### src/rtl/clk_mon_pkg.sv
// Shared types and helpers for the divided-clock monitor.
// Provides the FSM state enum and the allowed high-time window helpers.
package clk_mon_pkg;

    typedef enum logic [1:0] {
        IDLE      = 2'd0,
        WAIT_RISE = 2'd1,
        MEAS      = 2'd2
    } state_t;

    // Shortest acceptable high time for a divider of ratio p.
    function automatic int unsigned hi_min(input int unsigned p);
        return p >> 1;
    endfunction

    // Longest acceptable high time; odd ratios may land on either half.
    function automatic int unsigned hi_max(input int unsigned p);
        return (p + 1) >> 1;
    endfunction

endpackage

### src/rtl/clk_edge_sync.sv
// Two-flop synchronizer plus one delay flop and edge detector.
// Ports: clk, rst_n (sync, active-low), d (async in) -> lvl, rise, fall.
module clk_edge_sync (
    input  logic clk,
    input  logic rst_n,
    input  logic d,
    output logic lvl,
    output logic rise,
    output logic fall
);

    logic s1;
    logic s2;
    logic s3;

    always_ff @(posedge clk) begin
        if (!rst_n) begin
            s1 <= 1'b0;
            s2 <= 1'b0;
            s3 <= 1'b0;
        end else begin
            s1 <= d;
            s2 <= s1;
            s3 <= s2;
        end
    end

    assign lvl  = s2;
    assign rise = s2 & ~s3;
    assign fall = ~s2 & s3;

endmodule

### src/rtl/clk_div_monitor.sv
// Measures period and high time of a divided clock, flags errors, reports lock.
// Ports: clk, rst_n, en, clr_err, div_in -> period_out, high_out, meas_valid,
//        locked, err_period, err_duty, timeout.
module clk_div_monitor
    import clk_mon_pkg::*;
#(
    parameter int unsigned EXP_PERIOD = 5,
    parameter int unsigned CNT_W      = 8,
    parameter int unsigned LOCK_N     = 4,
    parameter int unsigned TIMEOUT    = 16
) (
    input  logic             clk,
    input  logic             rst_n,
    input  logic             en,
    input  logic             clr_err,
    input  logic             div_in,
    output logic [CNT_W-1:0] period_out,
    output logic [CNT_W-1:0] high_out,
    output logic             meas_valid,
    output logic             locked,
    output logic             err_period,
    output logic             err_duty,
    output logic             timeout
);

    localparam int unsigned GW = $clog2(LOCK_N + 1);

    localparam logic [CNT_W-1:0] EXP_P   = CNT_W'(EXP_PERIOD);
    localparam logic [CNT_W-1:0] HI_MIN  = CNT_W'(hi_min(EXP_PERIOD));
    localparam logic [CNT_W-1:0] HI_MAX  = CNT_W'(hi_max(EXP_PERIOD));
    localparam logic [CNT_W-1:0] TO_CNT  = CNT_W'(TIMEOUT);
    localparam logic [CNT_W-1:0] CNT_ONE = CNT_W'(1);
    localparam logic [CNT_W-1:0] CNT_MAX = '1;
    localparam logic [GW-1:0]    LOCK_MX = GW'(LOCK_N);

    if (EXP_PERIOD < 2) begin : g_bad_ratio
        $error("EXP_PERIOD must be at least 2");
    end
    if (TIMEOUT <= EXP_PERIOD) begin : g_bad_timeout
        $error("TIMEOUT must exceed EXP_PERIOD");
    end

    // Synchronized view of the divided clock
    logic lvl_unused;
    logic rise;
    logic fall;

    clk_edge_sync u_sync (
        .clk   (clk),
        .rst_n (rst_n),
        .d     (div_in),
        .lvl   (lvl_unused),
        .rise  (rise),
        .fall  (fall)
    );

    state_t state_q;
    state_t state_d;

    logic [CNT_W-1:0] cnt_q;
    logic [CNT_W-1:0] hi_cap_q;
    logic             fall_seen_q;
    logic [GW-1:0]    good_cnt_q;

    // FSM control decode
    logic start_meas;
    logic end_meas;
    logic run;
    logic cap_fall;
    logic to_hit;
    logic drop_lock;

    // Per-period check results
    logic [CNT_W-1:0] hi_eff;
    logic             period_ok;
    logic             duty_ok;
    logic             set_err_p;
    logic             set_err_d;
    logic [GW-1:0]    good_nxt;

    // State register
    always_ff @(posedge clk) begin
        if (!rst_n) begin
            state_q <= IDLE;
        end else begin
            state_q <= state_d;
        end
    end

    // Next-state logic
    always_comb begin
        state_d = state_q;
        if (!en) begin
            state_d = IDLE;
        end else begin
            unique case (state_q)
                IDLE:      state_d = WAIT_RISE;
                WAIT_RISE: if (rise) state_d = MEAS;
                MEAS:      if (!rise && cnt_q == TO_CNT) state_d = WAIT_RISE;
                default:   state_d = IDLE;
            endcase
        end
    end

    // Output / control decode
    always_comb begin
        start_meas = 1'b0;
        end_meas   = 1'b0;
        run        = 1'b0;
        cap_fall   = 1'b0;
        to_hit     = 1'b0;
        unique case (state_q)
            WAIT_RISE: start_meas = en & rise;
            MEAS: begin
                if (en) begin
                    if (rise) begin
                        end_meas = 1'b1;
                    end else begin
                        run      = 1'b1;
                        cap_fall = fall;
                        to_hit   = (cnt_q == TO_CNT);
                    end
                end
            end
            default: ;
        endcase
        drop_lock = ~en | to_hit | (state_q == IDLE);
    end

    // A period with no observed fall has a stale capture; treat it as all-high.
    assign hi_eff    = fall_seen_q ? hi_cap_q : cnt_q;
    assign period_ok = (cnt_q == EXP_P);
    assign duty_ok   = (hi_eff >= HI_MIN) && (hi_eff <= HI_MAX);
    assign set_err_p = end_meas & ~period_ok;
    assign set_err_d = end_meas & ~duty_ok;
    assign good_nxt  = (good_cnt_q == LOCK_MX) ? LOCK_MX : good_cnt_q + 1'b1;

    // Measurement datapath
    always_ff @(posedge clk) begin
        if (!rst_n) begin
            cnt_q       <= '0;
            hi_cap_q    <= '0;
            fall_seen_q <= 1'b0;
            period_out  <= '0;
            high_out    <= '0;
            meas_valid  <= 1'b0;
            timeout     <= 1'b0;
        end else begin
            meas_valid <= end_meas;
            timeout    <= to_hit;
            if (start_meas) begin
                cnt_q       <= CNT_ONE;
                fall_seen_q <= 1'b0;
            end else if (end_meas) begin
                period_out  <= cnt_q;
                high_out    <= hi_eff;
                cnt_q       <= CNT_ONE;
                fall_seen_q <= 1'b0;
            end else if (run) begin
                if (cnt_q != CNT_MAX) begin
                    cnt_q <= cnt_q + 1'b1;
                end
                if (cap_fall) begin
                    hi_cap_q    <= cnt_q;
                    fall_seen_q <= 1'b1;
                end
            end
        end
    end

    // Sticky errors: a new error in the clear cycle wins over the clear.
    always_ff @(posedge clk) begin
        if (!rst_n) begin
            err_period <= 1'b0;
            err_duty   <= 1'b0;
        end else begin
            err_period <= set_err_p | (err_period & ~clr_err);
            err_duty   <= set_err_d | (err_duty & ~clr_err);
        end
    end

    // Lock tracking over consecutive good periods
    always_ff @(posedge clk) begin
        if (!rst_n) begin
            good_cnt_q <= '0;
            locked     <= 1'b0;
        end else if (drop_lock) begin
            good_cnt_q <= '0;
            locked     <= 1'b0;
        end else if (end_meas) begin
            if (period_ok && duty_ok) begin
                good_cnt_q <= good_nxt;
                locked     <= (good_nxt == LOCK_MX);
            end else begin
                good_cnt_q <= '0;
                locked     <= 1'b0;
            end
        end
    end

endmodule
### config.mk
export PLATFORM = sky130hd
export DESIGN_NAME = clk_div_monitor
export DESIGN_NICKNAME = d
export VERILOG_FILES = /design/src/rtl/clk_mon_pkg.sv /design/src/rtl/clk_edge_sync.sv /design/src/rtl/clk_div_monitor.sv
export SDC_FILE = /design/constraint.sdc
export NUM_CORES = 1
export LEC_CHECK = 0
export CORE_UTILIZATION = 30
export CTS_BUF_LIST = sky130_fd_sc_hd__clkbuf_4 sky130_fd_sc_hd__clkbuf_8 sky130_fd_sc_hd__clkbuf_16
export DETAILED_ROUTE_END_ITERATION = 8
export PLACE_DENSITY = 0.53
export SYNTH_ARGS = -nofsm -noshare
export SYNTH_HDL_FRONTEND = slang
export SYNTH_HIERARCHICAL = 1
export SYNTH_SLANG_ARGS = --single-unit
### constraint.sdc
create_clock -name clk -period 2.15 [get_ports clk]
set_input_delay 0.215 -clock clk [delete_from_list [all_inputs] [get_ports clk]]
set_output_delay 0.215 -clock clk [all_outputs]
set_load 0.05 [all_outputs]
# Word-level counts from Yosys, hierarchy flattened
# Index checks and enable logic that the tools add are counted.
[totals]
register_bits = 46
wordCells = 89
output_inout_bits = 21
inputBits = 5
[classes]
muxes = 24
bitwise = 20
n_reduce_logical = 16
add_sub_neg = 2
n_lt_le_gt_ge = 2
n_eq_ne = 9
[op_table]
columns = ["cell", "n"]
rows = [
  ["1-bit 2-to-1 mux", 18],
  ["2-bit AND reduction", 6],
  ["1-bit inverter", 9],
  ["8-bit by 1-bit adder with 8-bit output (second input constant)", 1],
  ["8-bit by 3-bit equality test with 1-bit output (second input constant)", 1],
  ["8-bit by 5-bit equality test with 1-bit output (second input constant)", 1],
  ["8-bit by 2-bit greater-or-equal comparator with 1-bit output (second input constant)", 1],
  ["8-bit by 2-bit <= comparator with 1-bit output (second input constant)", 1],
  ["8-bit 2-to-1 mux", 1],
  ["8-bit inequality test (second input constant)", 1],
  ["1-bit bitwise AND", 7],
  ["3-bit equality test (second input constant)", 2],
  ["3-bit 2-to-1 mux", 2],
  ["2-bit one-hot mux with 3 select lines", 1],
  ["3-bit nonzero test", 2],
  ["2-bit 2-to-1 mux", 2],
  ["2-bit inequality test (second input constant)", 2],
  ["1-bit bitwise OR", 4],
  ["4-bit AND reduction", 1],
  ["3-bit by 1-bit adder with 3-bit output (second input constant)", 1],
  ["1-bit logical AND", 3],
  ["3-bit OR reduction", 1],
  ["2-bit by 1-bit equality test with 1-bit output (second input constant)", 1],
  ["2-bit equality test (second input constant)", 1],
  ["3 further kinds", 3],
]

# Depth between registers and ports, before layout
[logic_depth]
ltp_word = 8
ltp_mapped = 7
mapped_depth_nobuf = 6

# Hierarchy
# The synthesis kept the hierarchy.
[by_module_without_submodules]
columns = ["mod", "instances", "area_each_um2", "seq_area_each_um2", "cells_each"]
rows = [
  ["clk_div_monitor", 1, 2089.5, 860.8, 230],
  ["clk_edge_sync", 1, 91.3, 60.1, 8],
]

# Worst setup path before layout
# No wires, ideal clock.
[synth_timing]
path_kind = "reg2reg"
startpoint = "reg u_sync.s2 (netlist: u_sync/lvl)"
endpoint = "reg good_cnt_q[0]"
path_stages_with_launch = 6
path_buffers = 0
setup_time_ns = 0.067
t_arrival_ns = 1.489
setup_slack_ns = 0.594
period_less_slack_ns = 1.556
path_cell_list = "dfxtp_1 -> nor2b_1 -> and4b_2 -> nand2_1 -> or4_4 -> a21oi_2"
[synth_via]
elab_chain_cells = 7
[synth_lines]
columns = ["item", "line", "rtl"]
rows = [
  ["start, declared", "clk_edge_sync.sv:13", "logic s2;"],
  ["start signal, assigned", "clk_edge_sync.sv:19", "s2 <= 1'b0;"],
  ["start signal, assigned", "clk_edge_sync.sv:23", "s2 <= s1;"],
  ["1-bit bitwise AND *", "clk_edge_sync.sv:29", "assign rise = s2 & ~s3;"],
  ["net rise", "clk_div_monitor.sv:45", "logic rise;"],
  ["1-bit 2-to-1 mux", "clk_div_monitor.sv:116", "if (rise) begin"],
  ["1-bit 2-to-1 mux", "clk_div_monitor.sv:115", "if (en) begin"],
  ["1-bit 2-to-1 mux", "clk_div_monitor.sv:112", "unique case (state_q)"],
  ["1-bit bitwise OR (2 in a row)", "clk_div_monitor.sv:127", "drop_lock = ~en | to_hit | (state_q == IDLE);"],
  ["2-bit OR reduction (no source line)", "--", ""],
  ["end signal, assigned", "clk_div_monitor.sv:192", "good_cnt_q <= good_nxt;"],
  ["end, declared", "clk_div_monitor.sv:63", "logic [GW-1:0] good_cnt_q;"],
]
# The timed path passes the listed nets; every way through them passes the cells marked *.
# A chain may end at the register's enable or synchronous reset.

# Final worst setup path
[layout_timing]
startpoint = "reg u_sync.s2 (netlist: u_sync/lvl)"
endpoint = "reg good_cnt_q[2]"
# Same word-level chain as after synthesis.

==> summary.txt <==
Outcome
  – Status: completed

Global route
  – GRT Util Overall: 0.135
  – Largest net degree at the start of global routing: 25
  – First-pass GRT wire length: 8000 µm
  – Initial antenna violation count: 0
  – Vias in the first global route: 1647
  – GRT overflow: 0

Worst setup path
  – Worst path arrival time: 1.97 ns
  – CP Capture Type: flop
  – Reg2reg path depth: 6
  – Worst flop-to-flop path startpoint: u_sync/lvl
  – Startpoint Class: flop
  – CP Data Required Time: 2.32 ns
  – Crit-path max FO: 7
  – CP Class: reg -> reg
  – CP Launch Point: u_sync/lvl
  – Reg2reg end: good_cnt_q[2]
  – R2R setup slack: 0.35 ns

STA
  – Fin. Hold Viols: 0
  – # setup viols final: 0
  – Max Fclk: 555 MHz
  – Ratio of final minimum period to clock period: 0.838
  – Sum of negative setup slack: 0 ns
  – RSZ-0062 raised after global routing: no
  – Slew Viols, Final: 0
  – Slew HR: 0.604
  – Worst slew pin tran: 0.594 ns
  – Fin Clk Skew: 0.00940 ns
  – Min Tclk post-route: 1.80 ns

Synth
  – Synth Warn #: 6
  – Simple-gate portion of the synthesized area: 0.235
  – Mapped Area: 0.00218 mm²
  – Synth top area cells: dfxtp_1 (42%), nand2_1 (7.2%), a21boi_0 (5.9%), mux2i_1 (4.1%), o211a_1 (3.7%)
  – Async set or reset register ratio after synthesis: 0
  – Yosys cell types: 47
  – Post-Synthesis Cells: 238
  – Sequential fraction of the synthesis area: 0.422
  – Compound-cell area share of the yosys netlist: 0.173
  – Syn_area_per_cell: between 9 and 10 µm²
  – Adder-cell share of the synthesized area: 0.0287
  – Leading area contributor after synthesis: dfxtp_1
  – Yosys reg bits: between 40 and 50
  – Post-synthesis xor/xnor area fraction: 0.0321
  – Synth Flop Type: dfxtp_1
  – Main combinational cell family by area after synthesis: simple AND/OR/NAND/NOR gates
  – EDFF count, synth: 0
  – Post-synthesis mux area share: 0.0413
  – Share of the synthesized area in the top cell type: 0.422
  – Syn Nets: between 200 and 250

Clock tree
  – Setup bufs post-CTS: 0
  – CTS H-Tree Depth: 2
  – Clock Sinks: between 40 and 50
  – Clock tree buffer depth: 2
  – Root Driver: clkbuf_8
  – CTS tree: done
  – Hold-fix buffers at CTS: 0
  – CTS buffer count: 5
  – Clock transition at the registers of the reported paths: 0.09 ns
  – Worst skew pair latency: 0.30 ns
  – CTS resizes: 0

Placed design
  – Dpl cell area: 0.00250 mm²
  – Final Wtd Congestion: 0.743
  – Port-buffer cells: 25
  – HPWL after detailed placement: 3230 µm

Final layout
  – FILL cells: roughly 740
  – Final nets: 270
  – Fraction of layout cells with a size suffix above 1: 0.107
  – # diodes: 0
  – Final instance area: 0.00264 mm²
  – Layout area overhead: 21.2%

Power
  – Leak: 0.000981 µW
  – VDD IR-drop max: 0.303 mV
  – Pwr/cell area: 642 mW/mm²

Die
  – Die area: 0.00761 mm²
  – Core Region: 0.00691 mm²
  – Ports: 26
  – Starting Density: 0.316
  – Cell row count: 30
  – Die Wd: between 80 and 90 µm
  – DIE HEIGHT: 87.3 µm

Detailed routing
  – DR DRC count: 0
  – Vias after detailed routing: 1704
  – DRT iter0 DRCs: 145
  – Drt pass-1 iters: 4
  – WL final: 4520 µm
  – DR vias/cell: ~4.8
  – Antenna-violating nets left: 0
  – WL/cell: 12.7 µm

Min path
  – Worst hold path depth: 1
  – Worst min path class: reg -> reg
  – Hold_sp: u_sync/s1
  – Min-Delay Endpoint: u_sync/lvl

Flow run
  – Number of max-cap violations: 0
per-layer routing:
metal  wire length, µm  vias to the layer above  GRT usage  part of all wire
li1                  -                      866          -                 -
met1              2290                      812      0.179              0.51
met2              2050                       21      0.212              0.45
met3               128                        5     0.0322             0.028
met4                57                        0     0.0462             0.013
met5                 0                        -          0                 0
worst max path at each step:
stage                          to  slack (ns)  cells past startpoint
detailed placement    hi_cap_q[5]        0.27                      6
global route        good_cnt_q[2]        0.11                      6
finish              good_cnt_q[2]        0.35                      6
global placement      hi_cap_q[5]        0.30                      6
CTS                 good_cnt_q[2]        0.35                      6
floorplan           good_cnt_q[0]        0.59                      5
cells by family (layout without fill, tap and decap cells):
logic type               after synthesis  count (layout)
AO/OA/AOI/OAI                         49              49
buffers and inverters                 25              48
flip-flops                            46              46
AND/OR/NAND/NOR                       96              96
adder cells (fa/ha/maj)                5               5
XOR/XNOR                               8               8
multiplexers                           9               9
cell usage in the layout, fill, tap and decap left out, types with 3 or more instances in the layout:
| cell type | n |
|---|---|
| nor2b_1 | 5 |
| nand2_1 | 42 |
| and2_1 | 6 |
| clkbuf_8 | 6 |
| a21oi_1 | 8 |
| ha_1 | 5 |
| inv_1 | 6 |
| mux2i_1 | 9 |
| dfxtp_1 | 46 |
| buf_4 | 9 |
| xor2_1 | 6 |
| clkdlybuf4s50_1 | 25 |
| a21boi_0 | 17 |
| o211ai_1 | 3 |
| nand3_1 | 12 |
| o211a_1 | 8 |
| nor2_1 | 10 |
where the power goes:
| group | internal, µW | total (µW) | switching (µW) |
|---|---|---|---|
| sequential | 855 | 860 | 4.66 |
| combinational | 21.6 | 42.8 | 21.2 |
| clock | 496 | 794 | 299 |
flip-flops by register name (all words and copies together) (netlist names), 2 cells and up:
register,cells
period_out,8
state_q,2
high_out,8
hi_cap_q,8
cnt_q,8
good_cnt_q,3
metrics by stage:
stage / power [µW] / hold slack, ns / setup slack [ns] / utilization / std cells
3_3_place_gp: 923 / 0.421 / 0.298 / 0.362 / 349
6_report: 1700 / 0.443 / 0.349 / 0.383 / 357
4_1_cts: 1720 / 0.450 / 0.347 / 0.383 / 357
3_5_place_dp: 923 / 0.426 / 0.270 / 0.362 / 349
5_1_grt: 1780 / 0.468 / 0.107 / 0.383 / 357
2_1_floorplan: 903 / 0.337 / 0.594 / - / 238
worst max-delay path, stage by stage, from the launching register on:
cell and delay (ns):
dfxtp_1 0.33, nor2b_1 0.12, buf_4 0.15, nor4b_1 0.24, nand3_1 0.21, a32oi_1 0.52
a211oi_1 0.09
layout make-up:
class,instances,area [µm²],area share
clock buffer,6,82.6,0.0312
clock inverter,2,60.1,0.0227
inverter,6,22.5,0.00852
multi-input combinational,167,1120,0.424
sequential,46,921,0.348
tap,96,120,0.0454
timing repair buffer,34,318,0.120
Yosys cell counts, types with 2 or more instances:
| cell | instances |
|---|---|
| dfxtp_1 | 46 |
| nand2_1 | 42 |
| a21boi_0 | 17 |
| nand3_1 | 12 |
| nor2_1 | 10 |
| mux2i_1 | 9 |
| a21oi_1 | 8 |
| o211a_1 | 8 |
| and2_1 | 6 |
| buf_2 | 6 |
| inv_1 | 6 |
| xor2_1 | 6 |
| clkbuf_1 | 5 |
| ha_1 | 5 |
| nor2b_1 | 5 |
| buf_4 | 4 |
| buf_6 | 4 |
| o211ai_1 | 3 |
| nand3b_1 | 2 |
| nand4_1 | 2 |
| nand4b_1 | 2 |
| nor4b_1 | 2 |
| o2111ai_1 | 2 |
| o21ai_0 | 2 |
| xnor2_1 | 2 |
Note: power is estimated with default switching activity, not from simulation.
